$ cat src/rtl/fifo_aggregator_pkg.sv
// Shared defaults and helpers for the narrow-to-wide stream aggregator.
// Latency: n/a (constants and a pure function only).
// Backpressure: n/a.
package fifo_aggregator_pkg;

    localparam int DEF_DATA_WIDTH  = 16;
    localparam int DEF_FETCH_WIDTH = 4;
    localparam int DEF_FIFO_DEPTH  = 3;

    // Low bit position of slot idx inside a packed vector of width-bit slots.
    function automatic int slice_lo(input int idx, input int width);
        return idx * width;
    endfunction

endpackage

$ cat src/rtl/fifo_aggregator_fifo.sv
// First-word-fall-through FIFO, any depth >= 2 (pointers wrap modulo depth).
// Latency: a word written on edge t is visible on dout from cycle t+1.
// Backpressure: full_n=0 drops enq; deq while empty is ignored; clr/reset flush.
module fifo
    import fifo_aggregator_pkg::*;
#(
    parameter int DATA_WIDTH = DEF_DATA_WIDTH,
    parameter int FIFO_DEPTH = DEF_FIFO_DEPTH
) (
    input  logic                  clk,
    input  logic                  rst_n,
    input  logic [DATA_WIDTH-1:0] din,
    input  logic                  enq,
    output logic                  full_n,
    output logic [DATA_WIDTH-1:0] dout,
    input  logic                  deq,
    output logic                  empty_n,
    input  logic                  clr
);

    localparam int PTR_W = $clog2(FIFO_DEPTH);
    localparam int CNT_W = $clog2(FIFO_DEPTH + 1);

    logic [DATA_WIDTH-1:0] mem_q [FIFO_DEPTH];
    logic [DATA_WIDTH-1:0] mem_d [FIFO_DEPTH];
    logic [PTR_W-1:0]      rd_ptr_q, rd_ptr_d;
    logic [PTR_W-1:0]      wr_ptr_q, wr_ptr_d;
    logic [CNT_W-1:0]      cnt_q, cnt_d;
    logic                  do_enq;
    logic                  do_deq;

    assign full_n  = (cnt_q < CNT_W'(FIFO_DEPTH));
    assign empty_n = (cnt_q != '0);
    assign dout    = mem_q[rd_ptr_q];

    // Pointer/count next state; clr flushes and wins over both enq and deq.
    always_comb begin
        mem_d    = mem_q;
        rd_ptr_d = rd_ptr_q;
        wr_ptr_d = wr_ptr_q;
        cnt_d    = cnt_q;
        do_enq   = enq && full_n && !clr;
        do_deq   = deq && empty_n && !clr;
        if (do_enq) begin
            mem_d[wr_ptr_q] = din;
            wr_ptr_d = (wr_ptr_q == PTR_W'(FIFO_DEPTH - 1)) ? '0 : wr_ptr_q + 1'b1;
        end
        if (do_deq) begin
            rd_ptr_d = (rd_ptr_q == PTR_W'(FIFO_DEPTH - 1)) ? '0 : rd_ptr_q + 1'b1;
        end
        case ({do_enq, do_deq})
            2'b10:   cnt_d = cnt_q + 1'b1;
            2'b01:   cnt_d = cnt_q - 1'b1;
            default: cnt_d = cnt_q;
        endcase
        if (clr) begin
            rd_ptr_d = '0;
            wr_ptr_d = '0;
            cnt_d    = '0;
        end
    end

    // Control state registers; reset input is active-high.
    always_ff @(posedge clk) begin
        if (rst_n) begin
            rd_ptr_q <= '0;
            wr_ptr_q <= '0;
            cnt_q    <= '0;
        end else begin
            rd_ptr_q <= rd_ptr_d;
            wr_ptr_q <= wr_ptr_d;
            cnt_q    <= cnt_d;
        end
    end

    // Storage needs no reset: entries are only read once the count covers them.
    always_ff @(posedge clk) begin
        mem_q <= mem_d;
    end

endmodule

$ cat src/rtl/fifo_aggregator.sv
// Packs FETCH_WIDTH narrow words (first word in LSBs) into one wide word.
// Latency: FETCH_WIDTH+1 cycles from first enq to receiver_enq at full rate.
// Backpressure: receiver_full_n=0 holds the output word; the FIFO fills and full_n drops.
module fifo_aggregator
    import fifo_aggregator_pkg::*;
#(
    parameter int DATA_WIDTH  = DEF_DATA_WIDTH,
    parameter int FETCH_WIDTH = DEF_FETCH_WIDTH,
    parameter int FIFO_DEPTH  = DEF_FIFO_DEPTH
) (
    input  logic                              clk,
    input  logic                              rst_n,
    input  logic [DATA_WIDTH-1:0]             din,
    input  logic                              enq,
    output logic                              full_n,
    input  logic                              clr,
    output logic [FETCH_WIDTH*DATA_WIDTH-1:0] receiver_data,
    input  logic                              receiver_full_n,
    output logic                              receiver_enq
);

    localparam int IDX_W = $clog2(FETCH_WIDTH);
    localparam int OUT_W = FETCH_WIDTH * DATA_WIDTH;

    logic [DATA_WIDTH-1:0] fifo_dout;
    logic                  fifo_empty_n;
    logic                  fifo_deq;
    logic                  flush;

    logic [IDX_W-1:0] idx_q, idx_d;
    logic             ready_q, ready_d;
    logic [OUT_W-1:0] pack_q, pack_d;
    logic [OUT_W-1:0] out_q, out_d;

    fifo #(
        .DATA_WIDTH(DATA_WIDTH),
        .FIFO_DEPTH(FIFO_DEPTH)
    ) u_fifo (
        .clk    (clk),
        .rst_n  (rst_n),
        .din    (din),
        .enq    (enq),
        .full_n (full_n),
        .dout   (fifo_dout),
        .deq    (fifo_deq),
        .empty_n(fifo_empty_n),
        .clr    (clr)
    );

    // Reset and clr must suppress a transfer in the same cycle, so gate the handshake.
    assign flush         = rst_n || clr;
    assign receiver_enq  = ready_q && receiver_full_n && !flush;
    assign fifo_deq      = fifo_empty_n && (!ready_q || receiver_enq) && !flush;
    assign receiver_data = out_q;

    // Packing: slots fill in pack_q; a completed group moves to out_q so the
    // next group can start while the previous one is still being offered.
    always_comb begin
        idx_d   = idx_q;
        ready_d = ready_q;
        pack_d  = pack_q;
        out_d   = out_q;
        if (receiver_enq) begin
            ready_d = 1'b0;
        end
        if (fifo_deq) begin
            pack_d[slice_lo(int'(idx_q), DATA_WIDTH) +: DATA_WIDTH] = fifo_dout;
            if (idx_q == IDX_W'(FETCH_WIDTH - 1)) begin
                idx_d   = '0;
                ready_d = 1'b1;
                out_d   = pack_d;
            end else begin
                idx_d = idx_q + 1'b1;
            end
        end
        if (clr) begin
            idx_d   = '0;
            ready_d = 1'b0;
            pack_d  = '0;
            out_d   = '0;
        end
    end

    // Aggregator state registers; reset input is active-high.
    always_ff @(posedge clk) begin
        if (rst_n) begin
            idx_q   <= '0;
            ready_q <= 1'b0;
            pack_q  <= '0;
            out_q   <= '0;
        end else begin
            idx_q   <= idx_d;
            ready_q <= ready_d;
            pack_q  <= pack_d;
            out_q   <= out_d;
        end
    end

endmodule

$ cat config.mk
export PLATFORM = sky130hd
export DESIGN_NAME = fifo_aggregator
export DESIGN_NICKNAME = d
export VERILOG_FILES = /design/src/rtl/fifo_aggregator_pkg.sv /design/src/rtl/fifo_aggregator_fifo.sv /design/src/rtl/fifo_aggregator.sv
export SDC_FILE = /design/constraint.sdc
export NUM_CORES = 1
export LEC_CHECK = 0
export BUFFER_PORTS_ARGS = -buffer_cell sky130_fd_sc_hd__buf_2
export CAP_MARGIN = 40
export CELL_PAD_IN_SITES_DETAIL_PLACEMENT = 0
export CELL_PAD_IN_SITES_GLOBAL_PLACEMENT = 1
export CORE_MARGIN = 2
export CORE_UTILIZATION = 40
export CTS_CLUSTER_SIZE = 12
export DETAILED_ROUTE_END_ITERATION = 7
export GPL_ROUTABILITY_DRIVEN = 0
export PLACE_DENSITY_LB_ADDON = 0.1
export SETUP_SLACK_MARGIN = 0.02
export SLEW_MARGIN = 20
export SYNTH_ARGS = -nofsm -noshare
export SYNTH_HDL_FRONTEND = slang
export SYNTH_SLANG_ARGS = --single-unit
$ cat constraint.sdc
create_clock -name clk -period 2.5 [get_ports clk]
set_input_delay 0.25 -clock clk [delete_from_list [all_inputs] [get_ports clk]]
set_output_delay 0.25 -clock clk [all_outputs]
set_load 0.02 [all_outputs]
==> results.json <==
{
  "status": "complete, no violations",
  "final_antenna_net_count": 0,
  "critPathTopFamily": "flip-flops",
  "fin_crit_sh": 0.8033,
  "port-buffer-count": 86,
  "ff2ff_path_depth": 5,
  "holdWs_ns": 0.01894,
  "start_util": 0.4061,
  "tns_ns": 0,
  "wl_per_cell_microns": 17.71,
  "ys_top_cells_by_count": "195 x a21oi_1, 137 x dfxtp_1, 134 x o21ai_0",
  "synth-seq-area-share": 0.5774,
  "dr_total_vias": 5536,
  "synth.area.top_cells": "dfxtp_1 38%, edfxtp_1 20%, a21oi_1 13%, o21ai_0 9.3%, nor2b_1 5.5%",
  "dr.pass1.iters": 4,
  "maxSlewViolCount": 0,
  "core_sq_mm": 0.01784,
  "nets": 832,
  "worstPathRequired_ns": 2.85,
  "area_growth_pct": 18.86,
  "antenna_found_initial": 0,
  "critPathMaxStageDelay_ns": 0.51,
  "synth-warning-count": 0,
  "ir_drop_uv": 467.8,
  "post-route-min-period_ns": 2.008,
  "clk_pin_slew_ns": 0.07,
  "root_buffer": "clkbuf_16",
  "cap_violations": 0,
  "synth_flop_cell": "dfxtp_1",
  "synth_cell_types": 39,
  "critical_path.startpoint_type": "register",
  "synth.top_cell.area_share": 0.3785,
  "drt-total-wl_microns": 18530,
  "drive_above_1_share": 0.2069,
  "grt_pass1_vias": 5241,
  "timing.critical_path.fanout_max": 16,
  "diodes": 0,
  "hold_viol_final": 0,
  "dp_cells": 1012,
  "crit_type": "register to register",
  "avgSynthCellArea_sq_um": 9.926,
  "dp_hpwl_microns": 11440,
  "clk_path_buf_depth": 2,
  "dp_slack_ns": 0.5106,
  "grt_max_degree": 133,
  "reg2reg_to": "pack_q[28]",
  "grt_pass1_wl_microns": 28860,
  "p_leak_nw": 3.330,
  "critPathSlowestCell": "dfxtp_1",
  "hold_start": "din[9]",
  "via_per_inst": 5.293,
  "async_flop_share": 0,
  "synth.most_common_cell": "a21oi_1",
  "relSlewSlack": 0.5291,
  "synthCells": 730,
  "cts_inserted_buffers": 17,
  "fin_ws_ns": 0.4918,
  "synth_nets": 758,
  "final_area_sq_mm": 0.008612,
  "crit_buf_inv": 1,
  "grtUsageTotal": 0.1934,
  "post_cts_buffers": 0,
  "timing.fmax_ghz": 0.4980,
  "worst_pin_slew_ns": 0.6990,
  "fin_skew_ns": 0.006330,
  "synth_edf_count": 48,
  "rsz0062_at_grt": "no",
  "endpoint_kind": "register",
  "reg2reg_slack_ns": 0.49,
  "crit_path_frequent_cell": "a21oi_1",
  "tritoncts": "built",
  "path_cells": "inv_2, ha_1, and4b_2, a21oi_1, a21oi_1",
  "clkSinkCount": 185,
  "cellPowerDensity_mw_per_mm2": 728.3,
  "hold_end": "u_fifo.mem_q[25]",
  "fp.dieW_microns": 138.6,
  "clk_latency_ns": 0.43,
  "chipHeight_microns": 138.6,
  "syn_area_sq_mm": 0.007246,
  "overflow": 0,
  "ys_seq_elements": 185,
  "hp-class": "input pin to register",
  "r2r-start": "idx_q[0]",
  "drtIter0Drc": 399,
  "arrival_ns": 2.36,
  "drc": 0,
  "setup_viol": 0,
  "htreeDepth": 4,
  "place_area_sq_mm": 0.007968,
  "stdcell_count": 1046,
  "die_area_sq_mm": 0.01921,
  "synth_top_cell_by_area": "dfxtp_1",
  "worstHoldPathCells": 1,
  "rows": 49,
  "ios": 87
}
==> logic make-up (layout without fill, tap and decap cells) <==
logic type,Yosys count,in the layout,synth area share
xor+xnor,2,2,0.002418
simple gates,108,108,0.09860
mux,16,16,0.02210
compound gates,348,348,0.2475
fa+ha+maj,7,7,0.01209
buf+inv,64,151,0.03989
flops,185,185,0.5774
==> registers in the layout (all words and copies together), names as in the netlist <==
signal	count
ready_q	1
pack_q	64
u_fifo.rd_ptr_q	2
u_fifo.cnt_q	2
receiver_data	64
u_fifo.wr_ptr_q	2
idx_q	2
u_fifo.mem_q	48
==> what timing repair did <==
| action | 4_1_cts | 5_1_grt |
|---|---|---|
| hold buffers | 2 | 0 |
| gates resized for setup | 0 | 0 |
| hold endpoints to repair | 6 | 0 |
==> placed cells by master (no fill, tap or decap), types with 2 or more instances in the layout <==
master	count
inv_6	5
nor3b_2	2
a21oi_2	3
o21ai_1	5
buf_2	86
ha_1	7
clkbuf_16	17
dlygate4sd3_1	2
clkinvlp_2	2
bufinv_16	4
nor2b_1	64
nor3_2	2
nand3b_1	18
nor2_1	2
buf_12	3
dfxtp_1	137
o21a_1	2
buf_4	26
and2_1	2
o21ai_2	7
a21oi_1	195
nand2_1	7
o21ai_0	134
or3_1	2
edfxtp_1	48
mux2i_1	16
==> per-layer routing <==
metal	routed length, microns	GRT usage
met5	0	0
met4	262	0.06391
met3	770	0.04040
met2	8781	0.3077
met1	8714	0.2651
==> report_power, final <==
| group | switching [W] | internal [W] | total (W) |
|---|---|---|---|
| clock network | 0.00117 | 0.00168 | 0.00285 |
| logic | 0.000198 | 0.0000955 | 0.000293 |
| registers | 0.0000169 | 0.00311 | 0.00313 |
| total | 0.00138 | 0.00489 | 0.00627 |
==> metrics by stage <==
step                power, W  utilization
floorplan           0.003360            -
global placement    0.003475       0.4466
CTS                 0.006337       0.4827
detailed placement  0.003484       0.4466
finish              0.006272       0.4827
global route        0.006491       0.4827
==> cell type report <==
class                           count  area [sq um]
Sequential cell                   185          4184
Fill cell                        1632          9229
Clock inverter                     14         195.2
Clock buffer                       18         429.2
Timing Repair Buffer              117         705.7
Multi-Input combinational cell    481          2804
Inverter                            2         7.507
Tap cell                          229         286.5
==> how the worst max path moves through the flow <==
stage | slack, ns | end | start | cells after the start
floorplan | 0.04 | u_fifo.mem_q[32] | u_fifo.cnt_q[0] | 4
global placement | 0.60 | receiver_data[48] | idx_q[0] | 6
detailed placement | 0.51 | receiver_data[45] | idx_q[0] | 5
CTS | 0.51 | receiver_data[48] | idx_q[0] | 6
global route | 0.35 | receiver_data[1] | idx_q[0] | 5
finish | 0.49 | pack_q[28] | idx_q[0] | 5
Power figures use the tool's default switching activity.
